`src/rtl/reg32_wr_arbiter.sv`:
```
// Two-requester round-robin write arbiter for a bank of 32-bit registers.
// Optional REG32_ARB_CONFLICT_CNT_EN adds a saturating both-valid conflict counter.
module reg32_wr_arbiter #(
  parameter int NREGS    = 8,
  parameter int AW       = 3,
  parameter int ZERO_REG = 1
) (
  input  logic             CLK,
  input  logic             RST,
  input  logic             req0_valid,
  input  logic [AW-1:0]    req0_addr,
  input  logic [31:0]      req0_data,
  output logic             req0_ready,
  input  logic             req1_valid,
  input  logic [AW-1:0]    req1_addr,
  input  logic [31:0]      req1_data,
  output logic             req1_ready,
  output logic [NREGS-1:0] wr_en,
  output logic [31:0]      wr_data,
`ifdef REG32_ARB_CONFLICT_CNT_EN
  output logic [15:0]      conflict_cnt,
`endif
  output logic             last_gnt
);

  logic             gnt0_p0;
  logic             gnt1_p0;
  logic             vld_p0;
  logic [AW-1:0]    addr_p0;
  logic [31:0]      data_p0;
  logic [NREGS-1:0] en_p0;

  logic [NREGS-1:0] wr_en_p1;
  logic [31:0]      wr_data_p1;
  logic             last_gnt_p1;

  function automatic logic [NREGS-1:0] addr_decode(input logic [AW-1:0] addr);
    logic [NREGS-1:0] one;
    one = {{(NREGS-1){1'b0}}, 1'b1};
    if (ZERO_REG != 0 && addr == '0) begin
      addr_decode = '0;
    end else begin
      addr_decode = one << addr;
    end
  endfunction

  // Stage p0: arbitration. On a tie the requester that did not win last time gets the grant.
  always_comb begin
    gnt0_p0 = !RST && req0_valid && (!req1_valid || last_gnt_p1);
    gnt1_p0 = !RST && req1_valid && (!req0_valid || !last_gnt_p1);
    vld_p0  = gnt0_p0 || gnt1_p0;
    addr_p0 = gnt1_p0 ? req1_addr : req0_addr;
    data_p0 = gnt1_p0 ? req1_data : req0_data;
    en_p0   = vld_p0 ? addr_decode(addr_p0) : '0;
  end

  assign req0_ready = gnt0_p0;
  assign req1_ready = gnt1_p0;

  // Stage p1: registered bank write; data holds its last value on idle cycles.
  always_ff @(posedge CLK) begin
    if (RST) begin
      wr_en_p1    <= '0;
      wr_data_p1  <= 32'h0;
      last_gnt_p1 <= 1'b1;
    end else begin
      wr_en_p1 <= en_p0;
      if (vld_p0) begin
        wr_data_p1  <= data_p0;
        last_gnt_p1 <= gnt1_p0;
      end
    end
  end

  assign wr_en    = wr_en_p1;
  assign wr_data  = wr_data_p1;
  assign last_gnt = last_gnt_p1;

`ifdef REG32_ARB_CONFLICT_CNT_EN
  logic [15:0] conflict_cnt_p1;

  function automatic logic [15:0] sat_inc16(input logic [15:0] cnt);
    sat_inc16 = (cnt == 16'hFFFF) ? cnt : cnt + 16'd1;
  endfunction

  always_ff @(posedge CLK) begin
    if (RST) begin
      conflict_cnt_p1 <= 16'h0;
    end else if (req0_valid && req1_valid) begin
      conflict_cnt_p1 <= sat_inc16(conflict_cnt_p1);
    end
  end

  assign conflict_cnt = conflict_cnt_p1;
`endif

endmodule
```
`config.mk`:
```
export PLATFORM = sky130hd
export DESIGN_NAME = reg32_wr_arbiter
export DESIGN_NICKNAME = d
export VERILOG_FILES = /design/src/rtl/reg32_wr_arbiter.sv
export SDC_FILE = /design/constraint.sdc
export NUM_CORES = 1
export LEC_CHECK = 0
export CORE_MARGIN = 2
export CORE_UTILIZATION = 38
export CTS_CLUSTER_DIAMETER = 200
export DETAILED_ROUTE_END_ITERATION = 7
export GPL_ROUTABILITY_DRIVEN = 0
export PLACE_DENSITY = 0.8
export SETUP_SLACK_MARGIN = 0.4
export SYNTH_ARGS = -nofsm -noshare
export SYNTH_HDL_FRONTEND = slang
export SYNTH_SLANG_ARGS = --single-unit
```
`constraint.sdc`:
```
create_clock -name CLK -period 1.4 [get_ports CLK]
set_input_delay 0.21 -clock CLK [delete_from_list [all_inputs] [get_ports CLK]]
set_output_delay 0.21 -clock CLK [all_outputs]
set_load 0.01 [all_outputs]
```
==> results of run 1 <==
sequential cells by signal, summed over array words and instances, names as in the netlist:
| register | flops |
|---|---|
| last_gnt | 1 |
| wr_data | 32 |
| wr_en | 8 |
power by group through the flow:
stage | Sequential (mW) | Combinational [mW] | Clock, mW
floorplan | 1.36 | 0.324 | 0
global placement | 1.32 | 0.849 | 0
detailed placement | 1.32 | 0.866 | 0
CTS | 1.30 | 0.917 | 0.754
global route | 1.32 | 1.14 | 0.825
finish | 1.32 | 1.08 | 0.757
kinds of logic after synthesis:
| kind of cell | count (synthesis) | synth area share |
|---|---|---|
| and+or+nand+nor | 111 | 0.246 |
| buffers and inverters | 26 | 0.0591 |
| other | 1 | 0.00185 |
| AOI/OAI and AO/OA | 48 | 0.289 |
| DFF | 41 | 0.404 |
final cells by class:
class                      count  area share
sequential                    41       0.212
timing repair buffer         146       0.345
tap                           70      0.0216
inverter                       3     0.00278
multi-input combinational    161       0.399
clock buffer                   8      0.0198
cell usage in the layout (no fill, tap or decap), types with 5 or more instances in the layout:
| cell type | n |
|---|---|
| nor2_1 | 64 |
| buf_6 | 7 |
| nor3_1 | 22 |
| a211oi_2 | 7 |
| nor3_2 | 9 |
| clkdlybuf4s50_1 | 70 |
| buf_12 | 7 |
| buf_4 | 17 |
| a2111oi_4 | 28 |
| buf_2 | 38 |
| dfxtp_2 | 26 |
| dfxtp_1 | 14 |
| clkbuf_8 | 5 |
worst max-delay path: cells and delay by family (launching register included):
family / cells / cell delay, ns
AO/OA/AOI/OAI: 2 / 0.51
buffers and inverters: 2 / 0.34
AND/OR/NAND/NOR: 1 / 0.09
flip-flops: 1 / 0.38
final timing paths:
| path | from | endpoint |
|---|---|---|
| worst max-delay path | last_gnt$_SDFFE_PP1P_ | wr_data[19]$_SDFFE_PP0P_ |
| worst min-delay path | RST | wr_en[1]$_SDFF_PP0_ |
| worst max register to register | last_gnt$_SDFFE_PP1P_ | wr_data[19]$_SDFFE_PP0P_ |
| worst min register to register | wr_data[16]$_SDFFE_PP0P_ | wr_data[16]$_SDFFE_PP0P_ |
layer usage:
metal,up-vias,share of wire,wire length (µm)
li1,1093,-,-
met1,1138,0.39,3040
met2,86,0.55,4290
met3,6,0.044,344
met4,0,0.0083,64
met5,-,0,0
what timing repair did:
| action | 4_1_cts | 5_1_grt |
|---|---|---|
| gates resized for setup | 228 | 54 |
| endpoints found under the setup margin | 83 | 53 |
| setup buffers | 2 | 4 |
| hold endpoints to repair | 0 | 0 |
| pin swaps | 4 | 2 |
| cloned | 4 | 1 |
==> out/summary.txt, run 1 <==
clk_lat worst skew - 0.29 ns
Peak VDD IR - 0.445 mV
Finished Cell Area - 4050 µm²
total gr overflow - 0
I/O Pins - 117
switch share - 0.300
CTS tree - done
CP required - 1.58 ns
Hold Slack - 0.274 ns
Iter 0 DRT Violations - 93
Netlist cell types - 29
largest net degree at the start of global routing - 59
DP HPWL - 4.59 mm
overall power - 3.15 mW
Cell Area, Placed - 3410 µm²
CP Max Fanout - 10
Core Footprint - 5140 µm²
number of clock sinks - 41
switching power - 0.944 mW
# diodes - 0
Starting Density - 0.395
Clk Tree Root Cell - clkbuf_8
synthesized area per cell - 8.95 µm²
max_cap viols - 0
total CTS buffers - 5
most frequent cell after synthesis - nor2_1
TNS Setup - -0.0315 ns
Seq/Total Area, Yosys - 0.404
number of global-route vias before repair - 2258
dpl ws - -0.607 ns
# nets final - 432
fmax - 0.703 GHz
Synth area leaders - dfxtp_1 40%, a2111oi_2 21%, nor2_1 12%
fin crit period - 1.42 ns
placed cell count - 410
Worst path max stage delay - 0.38 ns
Non-Filler Instances - 429
global-route track usage on met2 - 0.424
FF/Latch Area - 857 µm²
final period utilization - 1.02
Int Pwr - 2.21 mW
R2R depth - 5
port bufs - 116
gr usage total - 0.232
die span in x - 77.1 µm
syn nets - 301
vias per cell - 5.41
Seq pwr share - 0.418
critical path endpoint category - register
PD cells - 778 nW/µm²
asr flop ratio synth - 0
hold_buf cts - 0
violated checks - setup timing
post-route core utilization - 0.788
Final Max Slew Viols - 0
Worst path slowest cell - dfxtp_4
share of post-route cells with drive strength above 1 - 0.474
busiest layer in global routing - met2
final wirelength - 7.74 mm
H-Tree Depth - 2
run status - complete, but fails checks
area leader, netlist - dfxtp_1
die height - 77.1 µm
Mapped Area - 2030 µm²
Clk pwr share - 0.240
wire length of the first global-routing pass - 11.2 mm
Hold Crit Depth - 3
Ys Warns - 0
clock buffer depth - 2
register bit total from synthesis - 41
most common library cells after synthesis - 66 x nor2_1, 41 x dfxtp_1, 32 x nor3_1, 29 x a2111oi_2, 12 x buf_2
initial antenna violation count - 0
Routed WL per cell - 18.0 µm
cells along the critical path - a21boi_4, nand2b_4, buf_12, clkbuf_16, a2111oi_4
Worst Hold Class - in -> reg
# rows - 26
DR DRC count - 0
Filler cells - 357
crit path DAT - 1.61 ns
Combinational Power Share - 0.342
met1 Use GR - 0.273
EDFF count, synth - 0
fin worst setup slack - -0.0224 ns
Vias - 2323
dominant synthesized flop cell - dfxtp_1
DR pass1 iterations - 4
final hold viol count - 0
Synth Instances - 227
RSZ-0062 raised after global routing - true
Worst-path clk slew - 0.08 ns
crit start category - register
Final Skew - 0.00300 ns
FF-to-FF setup slack - -0.02 ns
multi-input logic area - 1610 µm²
die area - 5950 µm²
Leak - 1.52 nW
Setup CP Type - reg -> reg
# setup viols final - 3
top cell type's share of synthesized area - 0.404
GRT met3 Usage - 0.0541
layout overhead on the synthesized area - 99.3%
Final ANT Viol Nets - 0
Power figures use the tool's default switching activity.
==> run 2, diff against run 1 <==
--- a/config.mk
+++ b/config.mk
@@ -12,6 +12,7 @@
 export GPL_ROUTABILITY_DRIVEN = 0
 export PLACE_DENSITY = 0.8
 export SETUP_SLACK_MARGIN = 0.4
+export SKIP_CTS_REPAIR_TIMING = 1
 export SYNTH_ARGS = -nofsm -noshare
 export SYNTH_HDL_FRONTEND = slang
 export SYNTH_SLANG_ARGS = --single-unit
==> constraint.sdc (replaced) <==
create_clock -name CLK -period 1.4 [get_ports CLK]
set_input_delay 0.21 -clock CLK [delete_from_list [all_inputs] [get_ports CLK]]
set_output_delay 0.21 -clock CLK [all_outputs]
set_load 0.1 [all_outputs]
==> run 2 against run 1 <==
  * The run still ends with setup timing left
  * Worst setup slack got worse by 0.029 ns
  * Cell count is 0.47% lower
  * Global-route usage fell by 1.2 points
  * First-iteration DRC count is 20% higher
  * Count of clock-buffer cells in the layout did not move
  * Die area unchanged
  * Core utilization rose by 3.6 points
  * Total power grew 29%
  * Sequential cell count stayed put
  * Critical path type unchanged
==> out/summary.txt, run 2 (synthesis results as in run 1) <==
Worst path max stage delay - 0.55 ns (+0.17 ns)
Final ANT Viol Nets - 0 (unchanged)
most frequent cells in the layout - 70 x clkdlybuf4s50_1, 65 x nor2_1, 46 x buf_12, 40 x dfxtp_2, 31 x nor3_1
Hold Slack - 0.287 ns (+0.0134 ns)
fin crit period - 1.45 ns (+0.0285 ns)
Setup CP Type - reg -> reg
Core Footprint - 5140 µm² (unchanged)
number of global-route vias before repair - 2207 (-2.3%)
Non-Filler Instances - 427 (-0.47%)
critical path endpoint category - register
# diodes - 0 (unchanged)
DR pass1 iterations - 4 (unchanged)
busiest layer in global routing - met2
total gr overflow - 0 (unchanged)
Iter 0 DRT Violations - 112 (+20%)
Worst Hold Class - in -> reg
fin worst setup slack - -0.0509 ns (-0.0285 ns)
Worst path slowest cell - or4b_4
FF-to-FF setup slack - -0.05 ns (-0.03 ns)
Routed WL per cell - 17.7 µm (-2.1%)
Leak - 1.59 nW (+4.1%)
die area - 5950 µm² (unchanged)
# nets final - 430 (-0.46%)
fmax - 0.689 GHz (-2.0%)
die span in x - 77.1 µm (unchanged)
number of clock sinks - 41 (unchanged)
Finished Cell Area - 4230 µm² (+4.5%)
Peak VDD IR - 0.661 mV (+48%)
# rows - 26 (unchanged)
clk_lat worst skew - 0.29 ns (about the same)
Starting Density - 0.395 (unchanged)
global-route track usage on met2 - 0.392 (-0.0322)
initial antenna violation count - 0 (unchanged)
DP HPWL - 5.06 mm (+10%)
Final Skew - 0.0102 ns (+0.00716 ns)
CP required - 1.59 ns (about the same)
CP Max Fanout - 5 (-5)
placed cell count - 409 (-0.24%)
H-Tree Depth - 2 (unchanged)
Final Max Slew Viols - 0 (unchanged)
CTS tree - done
overall power - 4.07 mW (+29%)
largest net degree at the start of global routing - 31 (-47%)
run status - complete, but fails checks
port bufs - 116 (unchanged)
max_cap viols - 0 (unchanged)
final hold viol count - 0 (unchanged)
Vias - 2264 (-2.5%)
total CTS buffers - 5 (unchanged)
gr usage total - 0.220 (-0.0122)
I/O Pins - 117 (unchanged)
vias per cell - 5.30 (-2.1%)
cells along the critical path - a21bo_2, or4b_4, a211oi_2
crit path DAT - 1.65 ns (+0.04 ns)
met1 Use GR - 0.257 (-0.0159)
RSZ-0062 raised after global routing - true
share of post-route cells with drive strength above 1 - 0.465 (-0.00855)
final period utilization - 1.04 (+0.0204)
die height - 77.1 µm (unchanged)
wire length of the first global-routing pass - 10.7 mm (-4.4%)
commonest non-fill, non-tap cell in the layout - clkdlybuf4s50_1
clock buffer depth - 2 (unchanged)
GRT met3 Usage - 0.0506 (-0.00353)
PD cells - 960 nW/µm² (+23%)
DR DRC count - 0 (unchanged)
crit start category - register
max reg flops - 32 (unchanged)
violated checks - setup timing
Worst-path clk slew - 0.07 ns (about the same)
layout overhead on the synthesized area - 108%
Cell Area, Placed - 3830 µm² (+13%)
# setup viols final - 6 (+3)
Clk Tree Root Cell - clkbuf_8
final wirelength - 7.54 mm (-2.5%)
==> run 2: changes by cell type in the layout (fill, tap and decap cells not counted), moves of 4 or more <==
| cell | before | now |
|---|---|---|
| buf_12 | 7 | 46 |
| a2111oi_2 | 4 | 19 |
| dfxtp_2 | 26 | 40 |
| a2111oi_4 | 28 | 10 |
| nor3_1 | 22 | 31 |
| buf_6 | 7 | 3 |
| dfxtp_1 | 14 | 0 |
| buf_4 | 17 | 23 |
| buf_2 | 38 | 0 |
| nor3_2 | 9 | 1 |
==> run 2: final cells by class <==
type | count | area, µm²
multi-input combinational | 160 | 1280
sequential | 41 | 875
timing repair buffer | 145 | 1870
clock buffer | 8 | 111
inverter | 3 | 15.0
fill | 306 | 907
tap | 70 | 87.6
==> run 2: critical path, delay by kind of cell (launching register included) <==
family,cells,cell delay [ns]
flip-flops,1,0.37
AND/OR/NAND/NOR,1,0.55
AO/OA/AOI/OAI,2,0.45
==> run 2: metal layers <==
metal	wire, µm	vias up
li1	-	1081
met1	2960	1095
met2	4110	78
met3	357	10
met4	117	0
met5	0	-
==> run 2: where the power goes <==
group	switching (mW)	internal [mW]	leakage, nW
combinational	1.03	0.749	1.18
clock	0.411	0.510	0.0566
sequential	0.0947	1.27	0.352
total	1.53	2.53	1.59
==> run 2: final timing paths <==
path         cells past startpoint                        to                startpoint
min reg2reg                      2  wr_data[22]$_SDFFE_PP0P_  wr_data[22]$_SDFFE_PP0P_
min                              3     last_gnt$_SDFFE_PP1P_                req1_valid
max reg2reg                      3       wr_en[6]$_SDFF_PP0_     last_gnt$_SDFFE_PP1P_
max                              3       wr_en[6]$_SDFF_PP0_     last_gnt$_SDFFE_PP1P_
==> run 2: through the flow <==
step	utilization	worst slack, ns	TNS [ns]
final	0.824	-0.0509	-0.176
after global routing	0.824	-0.100	-0.447
after detailed placement	0.746	-0.450	-14.54
after CTS	0.767	-0.235	-3.15
after floorplan	-	-0.231	-0.919
after global placement	0.746	-0.379	-12.43
